$ cat src/rtl/candidate_streamer_if.sv
// Byte-stream bundle between the candidate generator, candidate_streamer and top_sha.
// master is the streamer side; slave is the generator/hash-path side.
interface candidate_streamer_if #(
  parameter int MAX_LEN = 8,
  parameter int LEN_W   = 4
);
  logic                   load;
  logic [8*MAX_LEN-1:0]   cand_data;
  logic [LEN_W-1:0]       cand_len;
  logic                   hash_done;
  logic                   ready;
  logic                   len_err;
  logic                   byte_rdy;
  logic                   byte_stop;
  logic [7:0]             byte_data;

  modport master (
    input  load, cand_data, cand_len, hash_done,
    output ready, len_err, byte_rdy, byte_stop, byte_data
  );

  modport slave (
    output load, cand_data, cand_len, hash_done,
    input  ready, len_err, byte_rdy, byte_stop, byte_data
  );
endinterface

$ cat src/rtl/candidate_streamer.sv
// Latches one candidate password and streams it byte-by-byte to top_sha,
// then holds byte_stop until hash_done or a timeout returns it to IDLE.
module candidate_streamer #(
  parameter int MAX_LEN     = 8,
  parameter int LEN_W       = 4,
  parameter int STOP_CYCLES = 80
) (
  input  logic                  clk,
  input  logic                  rst,
  candidate_streamer_if.master  bus
);
  localparam int CNT_W = $clog2(STOP_CYCLES + 1);

  typedef enum logic [1:0] {
    IDLE = 2'd0,
    SEND = 2'd1,
    STOP = 2'd2
  } state_t;

  state_t               state_r, state_s;
  logic [8*MAX_LEN-1:0] data_r, data_s;
  logic [LEN_W-1:0]     len_r, len_s;
  logic [LEN_W-1:0]     idx_r, idx_s;
  logic [CNT_W-1:0]     cnt_r, cnt_s;
  logic                 ready_r, ready_s;
  logic                 len_err_r, len_err_s;
  logic                 byte_rdy_r, byte_rdy_s;
  logic                 byte_stop_r, byte_stop_s;
  logic [7:0]           byte_data_r, byte_data_s;
  logic                 len_ok_s;

  // Byte k of a right-aligned string of length len sits (len-1-k) bytes above bit 0.
  function automatic logic [7:0] get_byte(input logic [8*MAX_LEN-1:0] d,
                                          input logic [LEN_W-1:0]     len,
                                          input logic [LEN_W-1:0]     k);
    logic [LEN_W-1:0] pos;
    pos = len - k - LEN_W'(1);
    return 8'(d >> {pos, 3'b000});
  endfunction

  // Next-state and next-output logic; outputs are computed one cycle ahead and registered.
  always_comb begin
    state_s     = state_r;
    data_s      = data_r;
    len_s       = len_r;
    idx_s       = idx_r;
    cnt_s       = cnt_r;
    ready_s     = 1'b0;
    len_err_s   = 1'b0;
    byte_rdy_s  = 1'b0;
    byte_stop_s = 1'b0;
    byte_data_s = 8'h00;
    len_ok_s    = (bus.cand_len != {LEN_W{1'b0}}) && (bus.cand_len <= LEN_W'(MAX_LEN));
    case (state_r)
      IDLE: begin
        if (bus.load && len_ok_s) begin
          state_s     = SEND;
          data_s      = bus.cand_data;
          len_s       = bus.cand_len;
          idx_s       = {LEN_W{1'b0}};
          byte_rdy_s  = 1'b1;
          byte_data_s = get_byte(bus.cand_data, bus.cand_len, {LEN_W{1'b0}});
        end else if (bus.load) begin
          ready_s   = 1'b1;
          len_err_s = 1'b1;
        end else begin
          ready_s = 1'b1;
        end
      end
      SEND: begin
        if (idx_r == len_r - LEN_W'(1)) begin
          state_s     = STOP;
          cnt_s       = {CNT_W{1'b0}};
          byte_stop_s = 1'b1;
        end else begin
          idx_s       = idx_r + LEN_W'(1);
          byte_rdy_s  = 1'b1;
          byte_data_s = get_byte(data_r, len_r, idx_r + LEN_W'(1));
        end
      end
      STOP: begin
        if (bus.hash_done || (cnt_r == CNT_W'(STOP_CYCLES - 1))) begin
          state_s = IDLE;
          ready_s = 1'b1;
        end else begin
          byte_stop_s = 1'b1;
          if (cnt_r == {CNT_W{1'b1}}) begin
            cnt_s = cnt_r;
          end else begin
            cnt_s = cnt_r + CNT_W'(1);
          end
        end
      end
      default: begin
        state_s = IDLE;
        ready_s = 1'b1;
      end
    endcase
  end

  // State, payload and output registers with synchronous reset.
  always_ff @(posedge clk) begin
    if (rst) begin
      state_r     <= IDLE;
      data_r      <= {(8*MAX_LEN){1'b0}};
      len_r       <= {LEN_W{1'b0}};
      idx_r       <= {LEN_W{1'b0}};
      cnt_r       <= {CNT_W{1'b0}};
      ready_r     <= 1'b1;
      len_err_r   <= 1'b0;
      byte_rdy_r  <= 1'b0;
      byte_stop_r <= 1'b0;
      byte_data_r <= 8'h00;
    end else begin
      state_r     <= state_s;
      data_r      <= data_s;
      len_r       <= len_s;
      idx_r       <= idx_s;
      cnt_r       <= cnt_s;
      ready_r     <= ready_s;
      len_err_r   <= len_err_s;
      byte_rdy_r  <= byte_rdy_s;
      byte_stop_r <= byte_stop_s;
      byte_data_r <= byte_data_s;
    end
  end

  assign bus.ready     = ready_r;
  assign bus.len_err   = len_err_r;
  assign bus.byte_rdy  = byte_rdy_r;
  assign bus.byte_stop = byte_stop_r;
  assign bus.byte_data = byte_data_r;
endmodule

$ cat src/flat_wrapper.sv
// flat-port wrapper written by rule: the top's interface ports become plain ports
module candidate_streamer_flat 
#(
  parameter int MAX_LEN     = 8,
  parameter int LEN_W       = 4,
  parameter int STOP_CYCLES = 80
)
  (clk, rst, bus_load, bus_cand_data, bus_cand_len, bus_hash_done, bus_ready, bus_len_err, bus_byte_rdy, bus_byte_stop, bus_byte_data);
  candidate_streamer_if #(.MAX_LEN(MAX_LEN), .LEN_W(LEN_W)) bus_i ();
  input  logic clk;
  input  logic rst;
  input wire logic [$bits(bus_i.load)-1:0] bus_load;
  input wire logic [$bits(bus_i.cand_data)-1:0] bus_cand_data;
  input wire logic [$bits(bus_i.cand_len)-1:0] bus_cand_len;
  input wire logic [$bits(bus_i.hash_done)-1:0] bus_hash_done;
  output wire logic [$bits(bus_i.ready)-1:0] bus_ready;
  output wire logic [$bits(bus_i.len_err)-1:0] bus_len_err;
  output wire logic [$bits(bus_i.byte_rdy)-1:0] bus_byte_rdy;
  output wire logic [$bits(bus_i.byte_stop)-1:0] bus_byte_stop;
  output wire logic [$bits(bus_i.byte_data)-1:0] bus_byte_data;
  assign bus_i.load = bus_load;
  assign bus_i.cand_data = bus_cand_data;
  assign bus_i.cand_len = bus_cand_len;
  assign bus_i.hash_done = bus_hash_done;
  assign bus_ready = bus_i.ready;
  assign bus_len_err = bus_i.len_err;
  assign bus_byte_rdy = bus_i.byte_rdy;
  assign bus_byte_stop = bus_i.byte_stop;
  assign bus_byte_data = bus_i.byte_data;
  candidate_streamer #(.MAX_LEN(MAX_LEN), .LEN_W(LEN_W), .STOP_CYCLES(STOP_CYCLES)) u_core (.clk(clk), .rst(rst), .bus(bus_i));
endmodule
$ cat config.mk
export PLATFORM = sky130hd
export DESIGN_NAME = candidate_streamer_flat
export DESIGN_NICKNAME = d
export VERILOG_FILES = /design/src/rtl/candidate_streamer_if.sv /design/src/rtl/candidate_streamer.sv /design/src/flat_wrapper.sv
export SDC_FILE = /design/constraint.sdc
export NUM_CORES = 1
export LEC_CHECK = 0
export BUFFER_PORTS_ARGS = -buffer_cell sky130_fd_sc_hd__buf_2
export CAP_MARGIN = 20
export CORE_ASPECT_RATIO = 1.5
export CORE_MARGIN = 2
export CORE_UTILIZATION = 45
export DETAILED_ROUTE_END_ITERATION = 10
export HOLD_SLACK_MARGIN = 0.12
export PLACE_DENSITY_LB_ADDON = 0.25
export SLEW_MARGIN = 20
export SYNTH_ARGS = -nofsm -noshare
export SYNTH_HDL_FRONTEND = slang
export SYNTH_SLANG_ARGS = --single-unit
$ cat constraint.sdc
create_clock -name clk -period 2.67 [get_ports clk]
set_input_delay 0.6675 -clock clk [delete_from_list [all_inputs] [get_ports clk]]
set_output_delay 0.6675 -clock clk [all_outputs]
set_load 0.005 [all_outputs]
==> results.json, run 1 <==
{
  "grt_start_max_net_pins": 72,
  "cts_root_buffer": "clkbuf_16",
  "grt_pass1_wl_um": 19420,
  "cpPeakStageDelay_ps": 430,
  "cellPowerDensity_nw_per_um2": 630.5,
  "worstSetupStartpointType": "flop",
  "yosysMostFrequentCell": "nand2_1",
  "leakage_nw": 2.198,
  "cts-buffers-inserted": 9,
  "cts_htree_levels": 3,
  "avgSynthCellArea_sq_um": 9.092,
  "synth_top_cell_area_share": 0.4015,
  "io_buffer_count": 83,
  "cp_num_buf_inv": 1,
  "setup_viol": 0,
  "grt_pass1_vias": 3869,
  "synthArstFlopShare": 0,
  "cts_setup_buffers": 0,
  "synth-seq-area-share": 0.4015,
  "fin_area_sq_um": 5487,
  "power.internal_mw": 2.535,
  "cp_top_family": "compound AO/OA/AOI/OAI gates",
  "synthesis.nets": 595,
  "cts_tree": "done",
  "routed_wl_um": 12160,
  "cp-end-kind": "flop",
  "crit_fanout": 10,
  "routedWlPerCell_um": 17.25,
  "core_area_sq_um": 10080,
  "dr.pass1.iters": 4,
  "synth_area_leader_cell": "dfxtp_1",
  "fill_cells": 908,
  "routabilityCongestion": 0.8171,
  "synth_area_leaders": "dfxtp_1 40%, mux4_2 16%, nand2_1 11%, a21oi_1 8.5%, mux2i_1 3.5%",
  "placedInstanceArea_sq_um": 5182,
  "combPwrFrac": 0.189,
  "crit_type": "flop to flop",
  "cp.arrival_ps": 2510,
  "antenna_found_initial": 0,
  "die_w_um": 86.88,
  "worst_pin_slew_ps": 748.8,
  "maxSlewViolCount": 0,
  "ys_ff_latch": 93,
  "ioPinCount": 84,
  "fin_crit_ps": 2263,
  "power_switching_share": 0.2673,
  "setup_ws_ps": 406.8,
  "area_growth_pct": 18.32,
  "clock_path_buffers": 2,
  "drt-initial-drc-count": 253,
  "postRouteAntennaNets": 0,
  "synth_enable_flop_cells": 0,
  "rsz0062_at_grt": "false",
  "fmax_mhz": 441.8,
  "outcome": "finished clean",
  "whs_ps": 451.2,
  "postCtsHoldBufs": 0,
  "path_cells": "inv_1 > ha_1 > xnor2_1 > xnor2_1 > o31a_1 > nand3_1 > o22ai_1",
  "cp_common_cell": "xnor2_1",
  "synthTopCellsByCount": "142 x nand2_1, 93 x dfxtp_1, 79 x a21oi_1, 32 x mux4_2, 25 x clkbuf_1",
  "required_ps": 2920,
  "setup_tns_ps": 0,
  "syn_area_sq_um": 4637,
  "cts_resized": 0,
  "cts_sinks": 93,
  "clock_latency_ps": 340,
  "dp_slack_ps": 308.1,
  "min_path_type": "flop to flop",
  "fin_crit_sh": 0.8477,
  "overflow": 0,
  "globalRouteTotalUtil": 0.2242,
  "hold_viol": 0,
  "fin_nets": 668,
  "switching_power_mw": 0.9249,
  "seqPwrFrac": 0.436,
  "finalClockSkew_ps": 8.121,
  "diodes": 0,
  "dieArea_sq_um": 11150,
  "synthCells": 510,
  "synthFlopType": "dfxtp_1",
  "maxCapViolations": 0,
  "vias_per_cell": 5.748,
  "vias": 4052,
  "cp_slowest_cell": "dfxtp_1",
  "yosys_warnings": 0,
  "relSlewSlack": 0.5008,
  "path_clk_slew_ps": 60,
  "rows": 45,
  "pwr-share-clk": 0.375,
  "ir_drop_mv": 0.3458,
  "hpwl_um": 8968,
  "initial_utilization": 0.4601,
  "netlist-cell-type-count": 40,
  "drcViolationCount": 0,
  "post_route_cells_drive_above_1_share": 0.2483,
  "die_y_um": 128.3
}
cells in the final DEF (no fill, tap or decap), drive strengths merged, types with 3 or more instances in the layout:
cell type / Yosys / routed
inv: 9 / 9
nor3: 8 / 8
ha: 12 / 12
mux2i: 16 / 16
clkbuf: 25 / 13
o21ai: 7 / 7
xnor2: 8 / 8
nor2: 7 / 7
buf: 10 / 97
o31ai: 7 / 7
a21oi: 79 / 79
a32o: 3 / 3
xor2: 5 / 5
and3: 3 / 3
nand3: 11 / 11
nand2: 142 / 142
o22ai: 8 / 8
dfxtp: 93 / 93
nand4b: 3 / 3
mux4: 32 / 32
state kept, by name, indices dropped and copies added (netlist names):
| name | count |
|---|---|
| u_core.bus.byte_data | 8 |
| u_core.bus.byte_rdy | 1 |
| u_core.bus.byte_stop | 1 |
| u_core.bus.len_err | 1 |
| u_core.bus.ready | 1 |
| u_core.cnt_r | 7 |
| u_core.data_r | 64 |
| u_core.idx_r | 4 |
| u_core.len_r | 4 |
| u_core.state_r | 2 |
routing by layer:
metal | vias to the layer above | share of wire | track usage
met4 | 0 | 0.017 | 0.06618
met2 | 89 | 0.57 | 0.4158
li1 | 1955 | - | -
met1 | 1994 | 0.38 | 0.2637
met5 | - | 0 | 0
met3 | 14 | 0.034 | 0.03026
stage by stage:
| step | total power [mW] | util | cells |
|---|---|---|---|
| 2_1_floorplan | 1.965 | - | 510 |
| 3_3_place_gp | 2.177 | 0.5142 | 689 |
| 3_5_place_dp | 2.193 | 0.5142 | 689 |
| 4_1_cts | 3.487 | 0.5444 | 705 |
| 5_1_grt | 3.614 | 0.5444 | 705 |
| 6_report | 3.459 | 0.5444 | 705 |
worst paths after layout:
| kind | startpoint | to | slack, ps | depth (start not counted) |
|---|---|---|---|---|
| worst max register to register | u_core.len_r[1] | u_core.bus.byte_data[1] | 410 | 7 |
| worst min register to register | u_core.data_r[53] | u_core.data_r[53] | 450 | 2 |
| worst min-delay path | u_core.data_r[53] | u_core.data_r[53] | 450 | 2 |
| worst max-delay path | u_core.len_r[1] | u_core.bus.byte_data[1] | 410 | 7 |
power by group through the flow:
stage	combinational (mW)	clock (mW)	sequential [mW]
floorplan	0.439	0	1.53
global placement	0.644	0	1.53
detailed placement	0.655	0	1.54
CTS	0.658	1.32	1.51
global route	0.717	1.38	1.51
finish	0.654	1.30	1.51
cell type report:
cell class,instances,area [sq um],share of cell area
clock inverter,3,43.79,0.007982
tap,117,146.4,0.02668
timing repair buffer,97,545.5,0.09943
clock buffer,13,260.3,0.04743
sequential,93,1862,0.3393
multi-input combinational,373,2595,0.4730
inverter,9,33.78,0.006157
tightest hold or removal path: cells and delay by family (launching register included):
kind | cells | cell delay (ps)
AOI/OAI and AO/OA | 1 | 50
DFF | 1 | 300
and+or+nand+nor | 1 | 50
cell families after synthesis:
group / share of synthesized area
muxes: 0.1900
xor gates and xnor gates: 0.02455
buffers and inverters: 0.04021
AOI/OAI and AO/OA: 0.1382
adders and majority gates: 0.03670
DFF: 0.4015
and+or+nand+nor: 0.1689
Power figures use the tool's default switching activity.
==> inputs of run 2 (changes only) <==
==> constraint.sdc (replaced) <==
create_clock -name clk -period 1.82 [get_ports clk]
set_input_delay 0.455 -clock clk [delete_from_list [all_inputs] [get_ports clk]]
set_output_delay 0.455 -clock clk [all_outputs]
set_load 0.005 [all_outputs]
==> run 2 against run 1 <==
  * The flow now finishes with violations (setup timing)
  * Power rose by 57%
  * Die area stayed put
  * Clock-buffer cell count decreased by 4
  * Cell count is 6.0% higher
  * Clock power up 57%
  * Combinational power increased by 80%
  * Critical endpoint is now u_core.bus.byte_data[3]
  * Largest cell class unchanged
  * Largest power group unchanged
==> results.json, run 2 (synthesized netlist as in run 1, its figures left out) <==
{
  "cellPowerDensity_nw_per_um2": 897.4,
  "setup_viol": 12,
  "routabilityCongestion": 0.8629,
  "globalRouteTotalUtil": 0.2575,
  "area_growth_pct": 30.68,
  "maxCapViolations": 0,
  "path_clk_slew_ps": 70,
  "top_register": "u_core.data_r",
  "relSlewSlack": 0.6052,
  "cts_root_buffer": "clkbuf_16",
  "clock_path_buffers": 2,
  "layout_common_cells": "140 x nand2_1, 89 x dfxtp_1, 83 x buf_2, 79 x a21oi_1, 47 x buf_4",
  "grt_pass1_vias": 4365,
  "setup_ws_ps": -285.7,
  "power.total_mw": 5.438,
  "vias": 4290,
  "dp_slack_ps": -250.3,
  "crit_type": "flop to flop",
  "cts_tree": "done",
  "vias_per_cell": 5.743,
  "io_buffer_count": 83,
  "r2r-start": "u_core.idx_r[0]",
  "drt-initial-drc-count": 234,
  "violations": "setup timing",
  "r2r_slack_ps": -290,
  "crit_fanout": 8,
  "diodes": 0,
  "routedWlPerCell_um": 18.40,
  "leakage_nw": 2.461,
  "rows": 45,
  "layout_commonest_cell": "nand2_1",
  "postCtsHoldBufs": 0,
  "whs_ps": 345.4,
  "outcome": "complete, but fails checks",
  "dr.pass1.iters": 4,
  "overflow": 0,
  "antenna_found_initial": 0,
  "ir_drop_mv": 0.6685,
  "hold_viol": 0,
  "worst_pin_slew_ps": 592.3,
  "cts_sinks": 93,
  "cts-buffers-inserted": 9,
  "core_area_sq_um": 10080,
  "post_route_cells_drive_above_1_share": 0.3492,
  "ff2ff_path_depth": 7,
  "die_w_um": 86.88,
  "required_ps": 2050,
  "clock_latency_ps": 350,
  "die_y_um": 128.3,
  "r2r_end": "u_core.bus.byte_data[3]",
  "fin_crit_sh": 1.157,
  "cts_htree_levels": 3,
  "min_path_type": "primary input to flop",
  "hpwl_um": 10440,
  "finalClockSkew_ps": 6.532,
  "postRouteAntennaNets": 0,
  "grt_pass1_wl_um": 21810,
  "dieArea_sq_um": 11150,
  "drcViolationCount": 0,
  "initial_utilization": 0.4601,
  "fmax_mhz": 474.9,
  "maxSlewViolCount": 0,
  "ioPinCount": 84,
  "worstSetupStartpointType": "flop",
  "fin_nets": 711,
  "crit_start": "u_core.idx_r[0]",
  "largest_register_ffs": 64,
  "grt_start_max_net_pins": 56,
  "fin_crit_ps": 2106,
  "cp.arrival_ps": 2330,
  "cp-end-kind": "flop",
  "routed_wl_um": 13750,
  "rsz0062_at_grt": "true",
  "endpoint": "u_core.bus.byte_data[3]"
}
[run 2: routing by layer]
layer	share of wire	wire length, um	up-vias	GRT usage
li1	-	-	2045	-
met3	0.040	555	45	0.04314
met5	0	0	-	0
met1	0.37	5104	2079	0.2730
met4	0.054	745	0	0.1563
met2	0.53	7339	121	0.4652
[run 2: what timing repair did]
item	4_1_cts	5_1_grt
setup endpoints to repair	14	22
gates cloned	1	0
setup buffers	4	3
resized for setup	8	19
pin swaps	7	11
[run 2: area by class of cell]
cell class	instances	area, sq um
inverter	9	36.28
multi-input combinational	374	2770
timing repair buffer	139	913.4
fill	859	4019
sequential	93	1872
clock buffer	9	225.2
clock inverter	6	96.34
tap	117	146.4
[run 2: through the flow]
stage	area, sq um	setup TNS [ps]	util	instances
floorplan	4866	-9104	-	510
global placement	5589	-11500	0.5546	726
detailed placement	5589	-13430	0.5546	726
CTS	5988	-2091	0.5942	746
global route	6060	-3631	0.6012	747
finish	6060	-2105	0.6012	747
[run 2: how the worst min path moves through the flow]
stage / start / endpoint / cells past startpoint
6_report: bus_cand_data[0] / u_core.data_r[0] / 3
5_1_grt: bus_cand_data[43] / u_core.data_r[43] / 3
4_1_cts: bus_cand_data[0] / u_core.data_r[0] / 3
3_5_place_dp: u_core.data_r[48] / u_core.data_r[48] / 2
3_3_place_gp: u_core.data_r[58] / u_core.data_r[58] / 2
2_1_floorplan: u_core.data_r[16] / u_core.data_r[16] / 2
[run 2: report_power, final]
group	internal (mW)	switching [mW]	total, mW
sequential	2.15	0.0709	2.22
combinational	0.566	0.609	1.18
clock	1.21	0.830	2.04
total	3.93	1.51	5.44
[run 2: critical path: stages, from the launching register on]
cell and delay (ps):
dfxtp_2 350, ha_4 280, inv_2 40, fa_2 550, buf_6 150, mux4_2 310
mux2i_1 180, o22ai_1 110
